[src/rtl/mem_arbiter_pkg.sv]
// Shared types and default widths for the two-port memory arbiter.
package mem_arbiter_pkg;
  localparam int ADDR_W_DEF = 16;
  localparam int DATA_W_DEF = 16;

  typedef enum logic {IDLE = 1'b0, RESP = 1'b1} state_t;
  typedef enum logic {OWN_IF = 1'b0, OWN_D = 1'b1} owner_t;
endpackage

[src/rtl/mem_arb_pick.sv]
// Combinational grant selection between fetch and data ports; prio_d breaks ties.
module mem_arb_pick
  import mem_arbiter_pkg::*;
(
  input  logic   if_req,
  input  logic   d_req,
  input  logic   prio_d,
  output logic   grant_vld,
  output owner_t grant_own
);

  always_comb begin
    grant_vld = if_req | d_req;
    grant_own = OWN_IF;
    if (d_req && (!if_req || prio_d))
      grant_own = OWN_D;
  end

endmodule

[src/rtl/mem_arbiter.sv]
// Two-port (fetch / data) arbiter in front of a registered-read memory.
// Define MEM_ARB_RR_EN for round-robin tie-breaking; default is data-port priority.
module mem_arbiter
  import mem_arbiter_pkg::*;
#(
  parameter int ADDR_W = ADDR_W_DEF,
  parameter int DATA_W = DATA_W_DEF
) (
  input  logic              clk,
  input  logic              rst,
  input  logic              if_req,
  input  logic [ADDR_W-1:0] if_addr,
  output logic              if_ready,
  output logic              if_rvalid,
  output logic [DATA_W-1:0] if_rdata,
  input  logic              d_req,
  input  logic              d_we,
  input  logic [ADDR_W-1:0] d_addr,
  input  logic [DATA_W-1:0] d_wdata,
  output logic              d_ready,
  output logic              d_rvalid,
  output logic [DATA_W-1:0] d_rdata,
  output logic [ADDR_W-1:0] mem_addr,
  output logic [DATA_W-1:0] mem_wdata,
  output logic              mem_we,
  output logic              mem_re,
  input  logic [DATA_W-1:0] mem_rdata
);

  state_t state_q, state_d;
  owner_t owner_q, owner_d;
  owner_t grant_own;
  logic   rst_q;
  logic   idle_ok;
  logic   grant_vld;
  logic   grant_d;
  logic   grant_if;
  logic   prio_d;
  logic   rsp_vld;

  // rst_q blanks every output for the cycle that follows a reset edge
  assign idle_ok = (state_q == IDLE) && !rst && !rst_q;

`ifdef MEM_ARB_RR_EN
  logic last_d_q;

  always_ff @(posedge clk) begin
    if (rst)
      last_d_q <= 1'b0;
    else if (grant_vld)
      last_d_q <= grant_d;
  end

  assign prio_d = ~last_d_q;
`else
  assign prio_d = 1'b1;
`endif

  mem_arb_pick u_pick (
    .if_req    (if_req & idle_ok),
    .d_req     (d_req & idle_ok),
    .prio_d    (prio_d),
    .grant_vld (grant_vld),
    .grant_own (grant_own)
  );

  assign grant_d  = grant_vld && (grant_own == OWN_D);
  assign grant_if = grant_vld && (grant_own == OWN_IF);

  always_comb begin
    if_ready  = grant_if;
    d_ready   = grant_d;
    mem_we    = grant_d & d_we;
    mem_re    = grant_if | (grant_d & ~d_we);
    mem_addr  = grant_if ? if_addr : d_addr;
    mem_wdata = d_wdata;
    if (rst_q) begin
      mem_addr  = '0;
      mem_wdata = '0;
    end
    // a reset landing in RESP must swallow the pending response
    rsp_vld   = (state_q == RESP) && !rst;
    if_rvalid = rsp_vld && (owner_q == OWN_IF);
    d_rvalid  = rsp_vld && (owner_q == OWN_D);
    if_rdata  = if_rvalid ? mem_rdata : '0;
    d_rdata   = d_rvalid ? mem_rdata : '0;
  end

  always_ff @(posedge clk) begin
    if (rst) begin
      state_q <= IDLE;
      owner_q <= OWN_IF;
      rst_q   <= 1'b1;
    end else begin
      state_q <= state_d;
      owner_q <= owner_d;
      rst_q   <= 1'b0;
    end
  end

  always_comb begin
    state_d = IDLE;
    owner_d = owner_q;
    case (state_q)
      IDLE: begin
        if (mem_re) begin
          state_d = RESP;
          owner_d = grant_own;
        end
      end
      RESP:    state_d = IDLE;
      default: state_d = IDLE;
    endcase
  end

endmodule

[config.mk]
export PLATFORM = sky130hd
export DESIGN_NAME = mem_arbiter
export DESIGN_NICKNAME = d
export VERILOG_FILES = /design/src/rtl/mem_arbiter_pkg.sv /design/src/rtl/mem_arb_pick.sv /design/src/rtl/mem_arbiter.sv
export SDC_FILE = /design/constraint.sdc
export NUM_CORES = 1
export LEC_CHECK = 0
export BUFFER_PORTS_ARGS = -buffer_cell sky130_fd_sc_hd__buf_4
export CAP_MARGIN = 5
export CORE_ASPECT_RATIO = 1.5
export CORE_MARGIN = 2
export CORE_UTILIZATION = 24
export CTS_BUF_LIST = sky130_fd_sc_hd__clkbuf_4
export DETAILED_ROUTE_END_ITERATION = 7
export GPL_ROUTABILITY_DRIVEN = 0
export PLACE_DENSITY = 0.78
export SLEW_MARGIN = 30
export SYNTH_ARGS = -nofsm -noshare
export SYNTH_HDL_FRONTEND = slang
export SYNTH_SLANG_ARGS = --single-unit
[constraint.sdc]
create_clock -name clk -period 1.15 [get_ports clk]
set_input_delay 0.0575 -clock clk [delete_from_list [all_inputs] [get_ports clk]]
set_output_delay 0.0575 -clock clk [all_outputs]
set_load 0.01 [all_outputs]
Yosys cells after proc, flatten, opt, wreduce, memory -nomap -nowiden
Cells that the tools add are included.

Mux-type cells: 9. Bitwise logic cells: 10. Reduce and logical (&&, ||, !) cells: 10.

Operators by type and width (count): $mux 16 (5); $logic_and 1x1->1 (7); $and 1x1->1 (4); $not 1->1 (4); $mux 1 (3); $logic_not 1->1 (2); $or 1x1->1 (2); $pmux 1 s2 (1); $reduce_and 2->1 (1).

Flip-flop bits (word level): 3. Input bits: 69. Output and inout bits: 70. Word-level logic and storage cells: 32.

Longest topological paths before layout
Depth after elaboration: 10. Depth in mapped cells: 5.

Modules after synthesis
A second synthesis with hierarchy kept.

Cell total of the unflattened synthesis: 127. Area total of the unflattened synthesis: 748.2 um2.

By module, submodules not included: mem_arbiter (instances 1, cells each 124, area each 730.7 um2, seq. area each 60.1 um2); mem_arb_pick (instances 1, cells each 3, area each 17.5 um2, seq. area each 0.0 um2).

Worst setup path after synthesis
No wires, ideal clock.

Path kind: reg2reg. From: register rst_q. To: register owner_q. Setup time: 0.126 ns. Arrival: 1.131 ns. Required time: 1.024 ns. Setup slack: -0.107 ns. Cell stages (with the launch flop): 5. Cells stage by stage: dfxtp_1 -> or3_1 -> buf_2 -> nor2_1 -> nor3_1.

Cells in the longest elaborated chain, start to end: 8. Elaborated cells between the ends (all ways): 12. Those cells by class: mux: 1; bitwise: 6; reduce/logical: 5.

RTL lines: from (decl) (line mem_arbiter.sv:33) `logic rst_q;`; from (signal assigned) (line mem_arbiter.sv:93) `rst_q <= 1'b1;`; from (signal assigned) (line mem_arbiter.sv:97) `rst_q <= 1'b0;`; $logic_not 1->1 (*) (line mem_arbiter.sv:42) `assign idle_ok = (state_q == IDLE) && !rst && !rst_q;`; $logic_and 1x1->1 (*) (line mem_arbiter.sv:42); $and 1x1->1 (line mem_arbiter.sv:61) `.d_req (d_req & idle_ok),`; $mux 1 (line mem_arb_pick.sv:15) `if (d_req && (!if_req || prio_d))`; $not 1->1 (line mem_arbiter.sv:68) `assign grant_if = grant_vld && (grant_own == OWN_IF);`; $logic_and 1x1->1 (*) (line mem_arbiter.sv:68); net if_ready (line mem_arbiter.sv:13) `output logic if_ready,`; $or 1x1->1 (*) (line mem_arbiter.sv:74) `mem_re = grant_if | (grant_d & ~d_we);`; $reduce_and 2->1 (no source line) (*); to (signal assigned) (line mem_arbiter.sv:96) `owner_q <= owner_d;`; to (decl) (line mem_arbiter.sv:31) `owner_t owner_q, owner_d;`.

The timed path passes the listed nets; every way through them passes the cells marked *. A chain may end at the register's enable or synchronous reset.

Final worst setup path
From: register rst_q. To: output port mem_addr[2].

Cells in the longest elaborated chain, start to end: 8. Elaborated cells between the ends (all ways): 10. Those cells by class: mux: 3; bitwise: 4; reduce/logical: 3.

RTL lines: $logic_not 1->1 (line mem_arbiter.sv:42); $logic_and 1x1->1 (line mem_arbiter.sv:42); $and 1x1->1 (line mem_arbiter.sv:61); $mux 1 (line mem_arb_pick.sv:15); $not 1->1 (line mem_arbiter.sv:68); $logic_and 1x1->1 (line mem_arbiter.sv:68); $mux 16 (line mem_arbiter.sv:75) `mem_addr = grant_if ? if_addr : d_addr;`; $mux 16 (*) (line mem_arbiter.sv:77) `if (rst_q) begin`; to (decl) (line mem_arbiter.sv:23) `output logic [ADDR_W-1:0] mem_addr,`.

Every way passes the cells marked *; elsewhere a longest branch is shown, timed or not.

==> results_dict.tcl <==
set metrics [dict create \
    rr_worst_depth 6 \
    finalCritPeriodShare_pct 132 \
    ant_nets 0 \
    start_util_pct 25.5 \
    r2r-end "owner_q" \
    p_leak_nw 1.18 \
    crit_path_end_kind "output pin" \
    clk_pin_slew_ns 0.04 \
    wl_met2_um 2530 \
    syn-num-nets 196 \
    pin_count 139 \
    rows 24 \
    fin_cells 316 \
    port_buffers 138 \
    worstPathBufferInverterCount 2 \
    setup_viol 55 \
    cp_slowest_cell "or3_4" \
    min_to "rst_q" \
    synth-edff-count 0 \
    synth.avg_cell_area_um2 5.91 \
    cap_violations 0 \
    fin_ws_ns -0.368 \
    clock.fmax_ghz 0.659 \
    power_density_nw_per_um2 410 \
    violations "setup timing" \
    slew_violations 0 \
    routed_wl_um 4640 \
    m1WireLength_um 1650 \
    cp_top_family "simple AND/OR/NAND/NOR gates" \
    antenna_cells 0 \
    crit_path_max_incr_delay_ns 0.37 \
    path_class "reg2out" \
    drive_gt1_share_pct 86.6 \
    top_layer "met4" \
    required_ns 1.09 \
    holdBufCountCts 0 \
    final_core_util_pct 82.5 \
    cts_max_level 1 \
    tightest_slew_ns 0.261 \
    grt_pass1_vias 1353 \
    dp_hpwl_um 3020 \
    clockBufferDepth 2 \
    grt_first_pass_wirelength_um 6100 \
    synth_area_leaders "and2_1, nor2b_1, a21oi_1" \
    cts_sinks 3 \
    fp.dieW_um 49.7 \
    startpoint_type "flop" \
    overflow 0 \
    synth.area.mux_share_pct 0 \
    outcome "complete, but fails checks" \
    ir_drop_uv 427 \
    ys_warn_count 0 \
    path_max_fanout 11 \
    async_flop_share_pct 0 \
    synth_compound_gate_area_share_pct 22.2 \
    synth_adder_area_share_pct 0 \
    vias_per_cell 4.71 \
    skew_ns 0.00221 \
    placed_area_um2 1950 \
    slew_headroom_pct 82.6 \
    hold_depth 2 \
    ctsRootBufferMaster "clkbuf_4" \
    hold_viol 0 \
    finalCriticalPeriod_ns 1.52 \
    tns_ns -13.34 \
    fill_cells 197 \
    min_from "rst" \
    reg2reg_slack_ns -0.07 \
    dr.pass1.iters 4 \
    grtUsageTotal_pct 21.2 \
    grt_max_degree 26 \
    synth_area_leader_cell "and2_1" \
    final_area_um2 2430 \
    min_path_type "in2reg" \
    preCtsSetupSlack_ns -0.156 \
    syn_inst 127 \
    coreArea_um2 2940 \
    cts_made_buffers 3 \
    synthesis.area_um2 751 \
    worstPathCellList "or3_4 > buf_12 > o21ai_2 > a21oi_2 > buf_4" \
    die_area_um2 3600 \
    drt_iter0_markers 13 \
    rsz0062_at_grt "true" \
    antenna_found_initial 0 \
    r2r_start "state_q" \
    wl_per_cell_um 14.7 \
    synth_top_area_share_pct 27.5 \
    synthSimpleGateAreaFrac_pct 61.5 \
    drc_errors 0 \
    worstPathArrival_ns 1.46 \
    nets 347 \
    ys.flop_type "dfxtp_1" \
    cts_tree "yes" \
    clk_latency_ns 0.23 \
    synth_most_common_cell "and2_1" \
    synth.distinct_cells 20 \
    die_h_um 72.5 \
    synth-seq-area-share_pct 8.00 \
    areaGrowthSynthToFinish_pct 224 \
    synth_commonest_cells "and2_1, nor2b_1, a21oi_1, nand3_1, o21ai_1" \
    placed_cells 304 \
    synth_xor_area_share_pct 0 \
    vias 1489 \
    wl_met3_um 416 \
    synth_top_family_by_area "simple AND/OR/NAND/NOR gates" \
    synth-seq-cells 3 \
]
[layout make-up]
| type | count | area, µm² | area share, % |
|---|---|---|---|
| clock buffer | 4 | 30.0 | 1.24 |
| multi-input combinational | 113 | 913 | 37.6 |
| sequential | 3 | 63.8 | 2.63 |
| tap | 39 | 48.8 | 2.01 |
| timing repair buffer | 157 | 1370 | 56.5 |
[kinds of logic (layout without fill, tap and decap cells)]
logic type | after synthesis | after routing
AOI/OAI and AO/OA | 33 | 33
buffers and inverters | 13 | 161
DFF | 3 | 3
and+or+nand+nor | 78 | 80
[report_power, final]
part           internal [W]  total, W  switching, W
combinational      0.000393  0.000668      0.000275
clock              0.000153  0.000207     0.0000532
sequential         0.000112  0.000120    0.00000872
[per-stage QoR]
step / power (W) / hold WS [ns]
2_1_floorplan: 0.000328 / 0.0852
3_3_place_gp: 0.000668 / 0.301
3_5_place_dp: 0.000674 / 0.306
4_1_cts: 0.000920 / 0.106
5_1_grt: 0.00106 / 0.123
6_report: 0.000995 / 0.118
[flip-flops by register name (all words and copies together) (netlist names)]
| name | count |
|---|---|
| owner_q | 1 |
| rst_q | 1 |
| state_q | 1 |
[how the worst max path moves through the flow]
stage / start / endpoint / slack, ns / depth (start not counted)
global placement: state_q / mem_addr[3] / -0.13 / 5
global route: state_q / mem_addr[4] / -0.45 / 6
CTS: rst_q / mem_addr[13] / -0.34 / 5
floorplan: state_q / mem_addr[10] / -0.02 / 5
detailed placement: state_q / mem_addr[15] / -0.16 / 5
finish: rst_q / mem_addr[2] / -0.37 / 5
[layout by cell type, fill, tap and decap left out, drive strengths merged]
master  netlist  final
nand3        16     16
nand2         1      1
dfxtp         3      3
nand2b        1      1
nor2b        17     17
and2         33     33
nor2          2      2
a31oi         1      1
nor3b         1      1
or3           1      1
o21ai        16     16
or2           1      1
clkbuf        7      4
and3b         1      3
and3          2      2
buf           6    157
a21oi        16     16
nor3          2      2
[metal layers]
metal / up-vias / global-route usage (%)
li1: 735 / -
met1: 664 / 21.2
met2: 86 / 41.8
met3: 4 / 5.35
met4: 0 / 6.48
met5: - / 0
[repair_timing]
item,CTS,global route
gates resized for setup,25,95
pin swaps,4,52
endpoints found under the setup margin,64,64
endpoints found under the hold margin,0,0
gates cloned,4,1
setup buffers,0,3
No activity file was read; power rests on OpenSTA's default activity.
